**config.mk**
```make
export PLATFORM = sky130hd
export DESIGN_NAME = de_hazard_ctrl
export DESIGN_NICKNAME = d
export VERILOG_FILES = /design/src/rtl/de_hazard_ctrl_pkg.sv /design/src/rtl/de_hazard_ctrl_scoreboard.sv /design/src/rtl/de_hazard_ctrl.sv
export SDC_FILE = /design/constraint.sdc
export NUM_CORES = 1
export LEC_CHECK = 0
export CAP_MARGIN = 20
export CORE_UTILIZATION = 40
export DETAILED_ROUTE_END_ITERATION = 7
export PLACE_DENSITY_LB_ADDON = 0.25
export SLEW_MARGIN = 40
export SYNTH_ARGS = -nofsm -noshare
export SYNTH_HDL_FRONTEND = slang
export SYNTH_SLANG_ARGS = --single-unit
```
**constraint.sdc**
```tcl
create_clock -name clk -period 2.27 [get_ports clk]
set_input_delay 0.3405 -clock clk [delete_from_list [all_inputs] [get_ports clk]]
set_output_delay 0.3405 -clock clk [all_outputs]
set_load 0.01 [all_outputs]
```
**src/rtl/de_hazard_ctrl_pkg.sv**
```systemverilog
// Shared definitions for the decode/execute hazard controller: register index
// width, FSM state encoding and scoreboard depth.
package de_hazard_ctrl_pkg;

    localparam int REGBITS_DEF = 4;
    localparam int SB_SLOTS    = 3;

    localparam logic [1:0] ST_RUN   = 2'd0;
    localparam logic [1:0] ST_STALL = 2'd1;
    localparam logic [1:0] ST_FLUSH = 2'd2;

    typedef enum logic [1:0] {
        RUN   = ST_RUN,
        STALL = ST_STALL,
        FLUSH = ST_FLUSH
    } state_e;

endpackage

```
**src/rtl/de_hazard_ctrl_scoreboard.sv**
```systemverilog
// Three-slot shift register of in-flight register writes (E, M, W) and the
// source-match logic that detects RAW hazards against any valid slot.
module hazard_scoreboard
    import de_hazard_ctrl_pkg::*;
#(
    parameter int REGBITS = REGBITS_DEF
) (
    input  logic               clk,
    input  logic               reset,
    input  logic               issue_i,
    input  logic [REGBITS-1:0] dest_i,
    input  logic [REGBITS-1:0] src1_i,
    input  logic [REGBITS-1:0] src2_i,
    output logic               hit1_o,
    output logic               hit2_o
);

    typedef struct packed {
        logic               valid;
        logic [REGBITS-1:0] dest;
    } slot_t;

    slot_t sb_q [SB_SLOTS];

    always_ff @(posedge clk) begin
        if (reset) begin
            for (int k = 0; k < SB_SLOTS; k++) begin
                sb_q[k] <= '0;
            end
        end else begin
            sb_q[0] <= '{valid: issue_i, dest: dest_i};
            for (int k = 1; k < SB_SLOTS; k++) begin
                sb_q[k] <= sb_q[k-1];
            end
        end
    end

    // Register file writes at the end of W, so the W slot still blocks readers.
    always_comb begin
        hit1_o = 1'b0;
        hit2_o = 1'b0;
        for (int k = 0; k < SB_SLOTS; k++) begin
            if (sb_q[k].valid && (sb_q[k].dest == src1_i)) hit1_o = 1'b1;
            if (sb_q[k].valid && (sb_q[k].dest == src2_i)) hit2_o = 1'b1;
        end
    end

endmodule

```
**src/rtl/de_hazard_ctrl.sv**
```systemverilog
// Producer-side controller for the F/D and D/E pipeline buffers: stalls decode on
// RAW hazards, squashes F/D on mispredicts and counts stall/flush cycles.
module de_hazard_ctrl
    import de_hazard_ctrl_pkg::*;
#(
    parameter int REGBITS      = REGBITS_DEF,
    parameter int FLUSH_CYCLES = 1,
    parameter int CNTBITS      = 16
) (
    input  logic               clk,
    input  logic               reset,
    input  logic               valid_D,
    input  logic [REGBITS-1:0] src1Index_D,
    input  logic [REGBITS-1:0] src2Index_D,
    input  logic               useSrc1_D,
    input  logic               useSrc2_D,
    input  logic [REGBITS-1:0] destIndex_D,
    input  logic               regWrtEn_D,
    input  logic               mispredict_E,
    output logic               pcWrtEn,
    output logic               fdWrtEn,
    output logic               fdNoop,
    output logic               deWrtEn,
    output logic               deNoop,
    output logic [CNTBITS-1:0] stallCnt,
    output logic [CNTBITS-1:0] flushCnt,
    output logic [1:0]         dbgState
);

    localparam int FLBITS = (FLUSH_CYCLES > 1) ? $clog2(FLUSH_CYCLES + 1) : 1;

    state_e             state_q, state_d;
    logic [FLBITS-1:0]  flushLeft_q, flushLeft_d;
    logic [CNTBITS-1:0] stallCnt_q, stallCnt_d;
    logic [CNTBITS-1:0] flushCnt_q, flushCnt_d;

    logic hit1, hit2, hazard, squash, issue;

    assign squash = mispredict_E | (state_q == FLUSH);
    assign hazard = valid_D & ((useSrc1_D & hit1) | (useSrc2_D & hit2));
    assign issue  = valid_D & ~hazard & ~squash & ~reset;

    hazard_scoreboard #(
        .REGBITS (REGBITS)
    ) u_scoreboard (
        .clk     (clk),
        .reset   (reset),
        .issue_i (issue & regWrtEn_D),
        .dest_i  (destIndex_D),
        .src1_i  (src1Index_D),
        .src2_i  (src2Index_D),
        .hit1_o  (hit1),
        .hit2_o  (hit2)
    );

    always_comb begin
        state_d     = RUN;
        flushLeft_d = flushLeft_q;
        pcWrtEn     = 1'b1;
        fdWrtEn     = 1'b1;
        fdNoop      = 1'b0;
        deWrtEn     = 1'b1;
        deNoop      = ~valid_D;
        if (reset) begin
            // Both buffers keep loading bubbles while the PC is held.
            pcWrtEn     = 1'b0;
            fdNoop      = 1'b1;
            deNoop      = 1'b1;
            flushLeft_d = '0;
        end else if (mispredict_E) begin
            fdNoop = 1'b1;
            deNoop = 1'b1;
            if (FLUSH_CYCLES > 1) begin
                state_d     = FLUSH;
                flushLeft_d = FLBITS'(FLUSH_CYCLES - 1);
            end else begin
                flushLeft_d = '0;
            end
        end else if (state_q == FLUSH) begin
            fdNoop      = 1'b1;
            deNoop      = 1'b1;
            flushLeft_d = flushLeft_q - FLBITS'(1);
            state_d     = (flushLeft_q == FLBITS'(1)) ? RUN : FLUSH;
        end else if (hazard) begin
            pcWrtEn = 1'b0;
            fdWrtEn = 1'b0;
            deNoop  = 1'b1;
            state_d = STALL;
        end
    end

    always_comb begin
        stallCnt_d = stallCnt_q;
        flushCnt_d = flushCnt_q;
        if (hazard && !squash && !(&stallCnt_q)) stallCnt_d = stallCnt_q + CNTBITS'(1);
        if (squash && !(&flushCnt_q))            flushCnt_d = flushCnt_q + CNTBITS'(1);
    end

    always_ff @(posedge clk) begin
        if (reset) begin
            state_q     <= RUN;
            flushLeft_q <= '0;
            stallCnt_q  <= '0;
            flushCnt_q  <= '0;
        end else begin
            state_q     <= state_d;
            flushLeft_q <= flushLeft_d;
            stallCnt_q  <= stallCnt_d;
            flushCnt_q  <= flushCnt_d;
        end
    end

    assign stallCnt = stallCnt_q;
    assign flushCnt = flushCnt_q;
    assign dbgState = state_q;

endmodule

```
==> impl_metrics.csv <==
group,metric,value,unit
outcome,run_status,"finished clean",
cts,htree_levels,2,
timing,relSlewSlack,0.560,
critical_path,path_cells,"clkdlybuf4s15_1 -> xor2_1 -> nor3_1 -> nand4_1 -> nand4_1 -> o21ai_2 -> nor2_1 -> inv_1 -> clkdlybuf4s15_1",
critical_path,reg2regPathDepth,8,
logic_synthesis,ys.warnings.count,0,
floorplanning,die_y,79.7,um
global_route,grt_remaining_overflow,0,
power_and_ir_drop,p_per_area,480,nW/um^2
run,cap_violations,0,
critical_path,cp_max_fo,3,
critical_path,cp.depth,9,
timing,tightest_slew,0.657,ns
power_and_ir_drop,peakVddDrop,228,uV
timing,period_needed,2.14,ns
power_and_ir_drop,p_clk_frac,0.321,
place,io_buffers,56,
timing,finalSetupViolCount,0,
critical_path,r2r_start,"stallCnt[0]$_SDFFE_PP0P_",
logic_synthesis,synth.area.top_cells,"dfxtp_1, xor2_1, nor2b_1",
routing,ant_nets,0,
logic_synthesis,syn_nets,293,
power_and_ir_drop,p_seq_frac,0.586,
logic_synthesis,synth_top_area_share,0.415,
floorplanning,dieArea,6350,um^2
power_and_ir_drop,internal-power,1180,uW
logic_synthesis,netlist_area,2410,um^2
timing,fin_setup_tns,0,ns
cts,cts_buffer_depth,2,
routing,drt-total-wl,5520,um
power_and_ir_drop,leakage,0.00119,uW
routing,drtIter0Drc,70,
global_route,track_usage,0.183,
critical_path,cp.arrival,1.80,ns
logic_synthesis,ys_ff_latch,50,
routing,num_vias,2120,
cts,root_buffer,"clkbuf_8",
routing,firstDrtPassIters,4,
final_layout,syn_to_final_growth,33.4,%
cts,clk_pin_slew,0.09,ns
place,dp_hpwl,4050,um
min_path,hold_path.class,"in -> reg",
logic_synthesis,yosys.cell_types.count,38,
place,numPlacedInstances,401,
final_layout,design_area,3220,um^2
timing,max_freq,468,MHz
global_route,grt_pass1_vias,1937,
critical_path,crit_end,"fdWrtEn",
final_layout,instances_no_fill,410,
critical_path,r2r_setup_slack,0.17,ns
cts,cts_sinks,50,
timing,worst_slack,0.132,ns
critical_path,required,1.93,ns
critical_path,slowest_stage,"clkdlybuf4s15_1",
logic_synthesis,syn_avg_cell_area,8.88,um^2
power_and_ir_drop,p_sw,369,uW
critical_path,slowest_delay,0.26,ns
critical_path,crit_buf_inv,3,
floorplanning,coreArea,5680,um^2
global_route,grt_pass1_wl,9110,um
critical_path,critical_path.top_delay_family,"simple AND/OR/NAND/NOR gates",
critical_path,cp-end-kind,"output pin",
critical_path,worstSetupPathType,"in -> out",
logic_synthesis,netlist_instances,272,
routing,routedWlPerCell,13.5,um
global_route,antenna_found_initial,0,
floorplanning,io_pins,58,
timing,period_share,0.942,
place,place_area,3100,um^2
floorplanning,dieWidth,79.7,um
power_and_ir_drop,combPwrFrac,0.093,
routing,post_drt_via_cell_ratio,5.17,
logic_synthesis,yosysTopAreaCell,"dfxtp_1",
global_route,grt_max_degree,33,
power_and_ir_drop,swShare,0.239,
timing,finClkSkew,0.00614,ns
place,dp_slack,-0.408,ns
floorplanning,initial_core_util,0.425,
cts,cts_tree,"done",
final_layout,fin_nets,359,
critical_path,cp-start-kind,"input port",
timing,final_hold_viol_count,0,
timing,slew_violations,0,
final_layout,drive_gt1_frac,0.148,
critical_path,crit_path_start,"src1Index_D[2]",
place,globalplace.congestion,0.817,
floorplanning,fp-row-count,27,
final_layout,diodes,0,
cts,clock_latency,0.30,ns
cts,cts_made_buffers,5,
logic_synthesis,ys_seq_area_frac,0.415,
timing,rsz0062_at_grt,"false",
routing,drc,0,
critical_path,regToRegEndpoint,"stallCnt[9]$_SDFFE_PP0P_",
## registers in the layout, summed over array words and instances, names as in the netlist
register and cells:
dbgState 2, flushCnt 16, flushLeft_q 1, stallCnt 16, u_scoreboard.sb_q 15
## how the worst min path moves through the flow
stage | startpoint | end | cells past startpoint
6_report | reset | flushCnt[0]$_SDFFE_PP0P_ | 2
5_1_grt | reset | flushCnt[1]$_SDFFE_PP0P_ | 2
3_3_place_gp | flushLeft_q$_SDFFE_PP0P_ | flushLeft_q$_SDFFE_PP0P_ | 1
3_5_place_dp | flushLeft_q$_SDFFE_PP0P_ | flushLeft_q$_SDFFE_PP0P_ | 1
4_1_cts | reset | flushCnt[0]$_SDFFE_PP0P_ | 2
2_1_floorplan | u_scoreboard.sb_q[0][9]$_SDFF_PP0_ | u_scoreboard.sb_q[0][14]$_SDFF_PP0_ | 1
## per-layer routing
layer,GRT usage,share of wire,vias to the layer above
met3,0.0411,0.044,10
li1,-,-,1081
met4,0.0600,0.015,0
met2,0.304,0.47,51
met5,0,0,-
met1,0.233,0.47,978
## metrics by stage
step	hold slack [ns]	power (uW)	util
2_1_floorplan	0.459	995	-
3_3_place_gp	0.471	1070	0.547
3_5_place_dp	0.473	1070	0.547
4_1_cts	0.340	1560	0.561
5_1_grt	0.349	1620	0.568
6_report	0.347	1540	0.568
## cells by family after synthesis
kind of cell | count (synthesis) | share of synthesized area
AOI/OAI and AO/OA | 31 | 0.0829
xor gates and xnor gates | 35 | 0.127
other | 1 | 0.00155
and+or+nand+nor | 129 | 0.298
adders and majority gates | 2 | 0.0104
DFF | 50 | 0.415
buffers and inverters | 16 | 0.0295
muxes | 8 | 0.0363
## repair_timing
item,CTS,global route
resized for setup,14,17
buffers inserted,1,1
pin swaps,7,6
endpoints found under the setup margin,3,3
endpoints found under the hold margin,0,0
hold buffers,0,0
## synth_stat cells
| cell type | number |
|---|---|
| and3_4 | 2 |
| or2_0 | 1 |
| nand3_1 | 9 |
| or4_1 | 4 |
| or3_1 | 9 |
| nor2_2 | 1 |
| conb_1 | 1 |
| nand4_1 | 15 |
| ha_1 | 2 |
| clkbuf_1 | 9 |
| inv_1 | 4 |
| and2_1 | 1 |
| o21ai_0 | 9 |
| buf_1 | 1 |
| o21a_1 | 1 |
| a31o_2 | 1 |
| nand2_1 | 14 |
| o31a_1 | 1 |
| and3_1 | 9 |
| o31ai_1 | 4 |
| nand2_4 | 1 |
| mux2i_1 | 2 |
| o21ai_1 | 1 |
| and4_1 | 5 |
| buf_6 | 1 |
| mux2_2 | 6 |
| buf_4 | 1 |
| a21oi_1 | 12 |
| nor2b_1 | 20 |
| xnor2_1 | 12 |
| xor2_1 | 23 |
| a21oi_2 | 1 |
| nor3_1 | 9 |
| nor3b_1 | 2 |
| nor4_1 | 1 |
| nor2_1 | 26 |
| o2111ai_4 | 1 |
| dfxtp_1 | 50 |
## worst register-to-register path: cells and delay by family (launching register included)
family          cells  cell delay [ns]
simple gates        5             1.20
flops               1             0.32
compound gates      2             0.31
fa+ha+maj           1             0.20
## power by group through the flow
stage	logic (uW)	registers, uW	clock network (uW)
floorplan	72.0	923	0
global placement	144	924	0
detailed placement	147	925	0
CTS	141	904	514
global route	158	908	552
finish	144	905	496
## layout by cell type (no fill, tap or decap), drive strengths merged, types with 5 or more instances in the layout
cell	count
and3	11
nor2	27
nand4	15
nor3	9
xnor2	12
nand3	9
xor2	23
mux2	6
clkbuf	7
or3	9
a21oi	13
o21ai	10
dlygate4sd2	8
nor2b	20
and4	5
dfxtp	50
clkdlybuf4s50	44
buf	16
nand2	15
## layout make-up
cell class / instances / area [um^2]
inverter: 4 / 15.0
fill: 549 / 2450
timing repair buffer: 71 / 653
sequential: 50 / 1010
tap: 72 / 90.1
clock buffer: 6 / 72.6
multi-input combinational: 206 / 1370
clock inverter: 1 / 7.51
Note: power is estimated with default switching activity, not from simulation.
